$ cat src/rtl/fifo_tx_scheduler.sv
// fifo_tx_scheduler: drains a show-ahead byte FIFO into a byte-serial
// transmitter. It pops one byte, holds it on tx_data, pulses tx_start,
// waits for tx_done, and then inserts an optional inter-byte gap.
// A flush mode discards FIFO contents. A watchdog aborts a byte whose
// tx_done never arrives.
module fifo_tx_scheduler #(
    parameter int DWIDTH     = 8,
    parameter int GAP_CYCLES = 0,
    parameter int TIMEOUT    = 200000,
    parameter int CNT_W      = 16
) (
    input  logic              clk,
    input  logic              rst_n,
    input  logic              en,
    input  logic              flush,
    input  logic              fifo_empty,
    input  logic [DWIDTH-1:0] fifo_rdata,
    output logic              fifo_rd,
    input  logic              tx_busy,
    input  logic              tx_done,
    output logic              tx_start,
    output logic [DWIDTH-1:0] tx_data,
    output logic              idle,
    output logic              timeout_err,
    output logic [CNT_W-1:0]  sent_cnt
);

    // The watchdog counter only has to reach TIMEOUT-1.
    localparam int TO_W  = (TIMEOUT > 2) ? $clog2(TIMEOUT) : 1;
    // The gap counter only has to reach GAP_CYCLES-1.
    localparam int GAP_W = (GAP_CYCLES > 2) ? $clog2(GAP_CYCLES) : 1;
    localparam logic [TO_W-1:0]  TO_LAST  = TO_W'(TIMEOUT - 1);
    localparam logic [GAP_W-1:0] GAP_LAST = GAP_W'((GAP_CYCLES > 0) ? GAP_CYCLES - 1 : 0);

    typedef enum logic [2:0] {
        S_IDLE,
        S_FETCH,
        S_START,
        S_WAIT,
        S_GAP,
        S_FLUSH
    } state_t;

    state_t            state;
    state_t            state_nx;
    logic [TO_W-1:0]   to_cnt;
    logic [GAP_W-1:0]  gap_cnt;
    logic              to_expire;

    // The watchdog fires only when tx_done is absent, so a done that arrives
    // on the expiry clock counts as a good completion.
    assign to_expire = (state == S_WAIT) && !tx_done && (to_cnt == TO_LAST);

    // State register
    always_ff @(posedge clk or negedge rst_n) begin
        if (!rst_n) begin
            state <= S_IDLE;
        end else begin
            state <= state_nx;
        end
    end

    // Next-state logic and state-decoded strobes
    always_comb begin
        state_nx = state;
        fifo_rd  = 1'b0;
        tx_start = 1'b0;
        idle     = 1'b0;
        case (state)
            S_IDLE: begin
                idle = 1'b1;
                if (flush && !fifo_empty) begin
                    state_nx = S_FLUSH;
                end else if (en && !fifo_empty) begin
                    state_nx = S_FETCH;
                end
            end
            S_FETCH: begin
                fifo_rd  = !fifo_empty;
                state_nx = S_START;
            end
            S_START: begin
                if (!tx_busy) begin
                    tx_start = 1'b1;
                    state_nx = S_WAIT;
                end
            end
            S_WAIT: begin
                if (tx_done) begin
                    state_nx = (GAP_CYCLES > 0) ? S_GAP : S_IDLE;
                end else if (to_expire) begin
                    state_nx = S_IDLE;
                end
            end
            S_GAP: begin
                if (gap_cnt == GAP_LAST) begin
                    state_nx = S_IDLE;
                end
            end
            S_FLUSH: begin
                fifo_rd = !fifo_empty;
                if (fifo_empty || !flush) begin
                    state_nx = S_IDLE;
                end
            end
            default: begin
                state_nx = S_IDLE;
            end
        endcase
    end

    // Byte capture, gap and watchdog counters, error flag, and completion count
    always_ff @(posedge clk or negedge rst_n) begin
        if (!rst_n) begin
            tx_data     <= '0;
            to_cnt      <= '0;
            gap_cnt     <= '0;
            timeout_err <= 1'b0;
            sent_cnt    <= '0;
        end else begin
            if (state == S_FETCH) begin
                tx_data <= fifo_rdata;
            end

            if (tx_start) begin
                to_cnt <= '0;
            end else if (state == S_WAIT) begin
                to_cnt <= to_cnt + 1'b1;
            end

            if (state == S_GAP) begin
                gap_cnt <= gap_cnt + 1'b1;
            end else begin
                gap_cnt <= '0;
            end

            if (to_expire) begin
                timeout_err <= 1'b1;
            end

            if ((state == S_WAIT) && tx_done) begin
                sent_cnt <= sent_cnt + 1'b1;
            end
        end
    end

endmodule

$ cat config.mk
export PLATFORM = sky130hd
export DESIGN_NAME = fifo_tx_scheduler
export DESIGN_NICKNAME = d
export VERILOG_FILES = /design/src/rtl/fifo_tx_scheduler.sv
export SDC_FILE = /design/constraint.sdc
export NUM_CORES = 1
export LEC_CHECK = 0
export ABC_AREA = 1
export BUFFER_PORTS_ARGS = -buffer_cell sky130_fd_sc_hd__clkbuf_2
export CORE_MARGIN = 3
export CORE_UTILIZATION = 30
export CTS_BUF_LIST = sky130_fd_sc_hd__clkbuf_8
export CTS_CLUSTER_DIAMETER = 150
export DETAILED_ROUTE_END_ITERATION = 8
export PLACE_DENSITY_LB_ADDON = 0.25
export SLEW_MARGIN = 20
export SYNTH_ARGS = -nofsm -noshare
export SYNTH_HDL_FRONTEND = slang
export SYNTH_SLANG_ARGS = --single-unit
$ cat constraint.sdc
create_clock -name clk -period 2.21 [get_ports clk]
set_input_delay 0.221 -clock clk [delete_from_list [all_inputs] [get_ports clk]]
set_output_delay 0.221 -clock clk [all_outputs]
set_load 0.03 [all_outputs]
==> run metrics <==
outcome completed; TNS Setup 0 ps; Synth Instances 328; share of layout cells above drive strength 1 0.188; #FFs+latches synth 47; Die Width 97.4 µm; Clk pwr share 0.204; top post-synthesis cells by area dfrtp_1 47%, nand2_1 15%, nor2_1 8.4%; power density over cell area just over 900 nW/µm²; first-pass GRT wire length 9760 µm; Slew @ Worst Pin 844 ps; Netlist cell types 25; delay-heaviest family, CP simple AND/OR/NAND/NOR gates; TritonCTS clock tree yes; Detailed Route WL 5490 µm; Flop pwr share 0.437; drt via density 4.64; Final Hold Fails 0; # nets final slightly below 400; vias 2221; Lkg Pwr 0.00144 µW; initial DRC count slightly below 90; RSZ-0062 raised after global routing false; Crit path depth 5; Rows 32; cell accounting for the most synthesized area dfrtp_1; max-slew violation count 0; Clock Latency Late Sink 310 ps; worst hold path class primary input to async pin; Layout area overhead 16.8%; Cell Int Power 1600 µW; worst rel slew slack 0.437; total track usage 0.123; P_sw approximately 1100 µW; WP buf/inv 2; post-CTS setup buffers 0; Avg Inst Size Synth 7.64 µm²; routed len/inst between 10 and 15 µm; register area about 1200 µm²; area of the multi-input gates between 1000 and 1500 µm²; Comb power frac 0.358; DRC viols 0; period utilization 0.926; Syn Std Cell Area 2510 µm²; Tmin final slightly above 2000 ps; Die Y about 100 µm; post-CTS sizing 0; Post-Syn Nets between 300 and 400; H-tree depth 2; first drt pass iteration count 4; GPL Wtd Cong 0.867; DP HPWL just over 4000 µm; critical path class flop to output pin; startpoint types flop; grt ovf 0; Max-cap violations 0; vias in the first global route 2068; Final Skew roughly 8.1 ps; Root Driver clkbuf_8; I/O Pins 43; final core occ 0.369; number of fill cells in the layout 854; Core Area 7930 µm²; Worst EP required about 2000 ps; maximum number of pins on one net before global-route repair 33; f_max 489 MHz; full die area 9490 µm²; Worst VDD drop 0.451 mV; maximum fanout along the worst path 13; # setup viols final 0; antenna violations before repair 0; number of antenna diodes 0; Num CTS Buffers 5; Initial Utilization 0.316; CTS Buffer Depth 2; CP max-delay cell dfrtp_1; Synth top area share 0.469; Clock Sinks 47; sequential fraction of the synthesis area 0.469; Hold WS ~0.22 ps; port bufs 42; Worst R2R Path Depth 7; Routed Antenna Nets 0; Clk pin slew, worst setup/hold paths roughly 100 ps; WP data arrival 1830 ps; sw frac 0.413; critical path cell sequence nor2_2 > nand2_1 > or2_1 > inv_1 > clkbuf_2; hold_buf cts 0; Crit. End Element output pin; synth warn 0; CP max stage delay 490 ps
## final timing paths
check / start / endpoint / slack, ps
max: state[0] / tx_start / 160
min: rst_n / to_cnt[2] / 0.2
max in group asynchronous: rst_n / gap_cnt / 1550
min in group clk: fifo_rdata[4] / tx_data[4] / 130
min reg2reg: gap_cnt / gap_cnt / 430
max reg2reg: state[1] / to_cnt[13] / 560
## cell usage in the layout, fill, tap and decap left out, types with 2 or more instances in the layout
cell type	count
inv_6	2
clkbuf_8	5
nand4_1	8
nor2_1	56
clkbuf_2	42
a21oi_1	7
nor3_1	4
o21ai_1	2
buf_4	4
nor2_4	2
xor2_1	3
mux2_2	8
nand2_1	98
o21ai_0	9
dfrtp_1	47
o21bai_1	2
inv_1	35
ha_1	2
nand3_1	26
nor2_2	4
xnor2_1	5
## metrics by stage
step | cell area [µm²] | setup slack (ps) | power (µW) | instances
2_1_floorplan | 2510 | 472 | 1940 | 328
3_3_place_gp | 2830 | 523 | 2190 | 471
3_5_place_dp | 2830 | 489 | 2200 | 471
4_1_cts | 2930 | 125 | 2770 | 479
5_1_grt | 2930 | 4.00 | 2930 | 479
6_report | 2930 | 163 | 2720 | 479
## registers in the layout, indices dropped and copies added, names as in the netlist
signal and flops:
timeout_err 1, tx_data 8, to_cnt 18, sent_cnt 16, state 3, gap_cnt 1
## logic make-up after synthesis
family,share of synthesized area
buffers and inverters,0.0699
XOR/XNOR,0.0280
AND/OR/NAND/NOR,0.341
adder cells (fa/ha/maj),0.00998
AO/OA/AOI/OAI,0.0454
flip-flops,0.469
multiplexers,0.0359
## metal layers
metal,vias to the layer above,global-route usage,part of all wire
met5,-,0,0
met4,0,0.0383,0.012
met3,7,0.0258,0.046
met2,44,0.190,0.45
met1,1036,0.172,0.49
li1,1134,-,-
## worst register-to-register path, stage by stage (launching register included)
cell	delay, ps
dfrtp_1	560
nand2_1	130
nor2_2	200
nand2_1	120
nor2_2	230
nand3_1	140
nor2_1	110
nor2_1	50
## Yosys cell counts
library cell,instances
dfrtp_1,47
mux2_2,8
o21ai_0,9
nor2_2,4
or2_1,1
buf_4,1
a31o_2,1
o21bai_1,2
nand4_1,8
a21oi_1,7
nor2_4,2
xnor2_1,5
buf_6,2
inv_1,35
nand2_1,98
nor2_1,56
nand3_1,26
nand3_4,1
o21ai_1,2
xor2_1,3
inv_2,1
buf_2,2
nor4_1,1
ha_1,2
nor3_1,4
## cell type report
class,count,share of cell area
Timing Repair Buffer,46,0.0821
Clock inverter,3,0.00855
Sequential cell,47,0.402
Tap cell,102,0.0436
Inverter,36,0.0462
Clock buffer,5,0.0235
Multi-Input combinational cell,240,0.394
## power groups by stage
stage	Sequential [µW]	Combinational, µW	Clock [µW]
after floorplan	1380	564	0
after global placement	1200	986	0
after detailed placement	1210	993	0
after CTS	1190	997	587
after global routing	1220	1090	622
final	1190	975	556
Note: power is estimated with default switching activity, not from simulation.
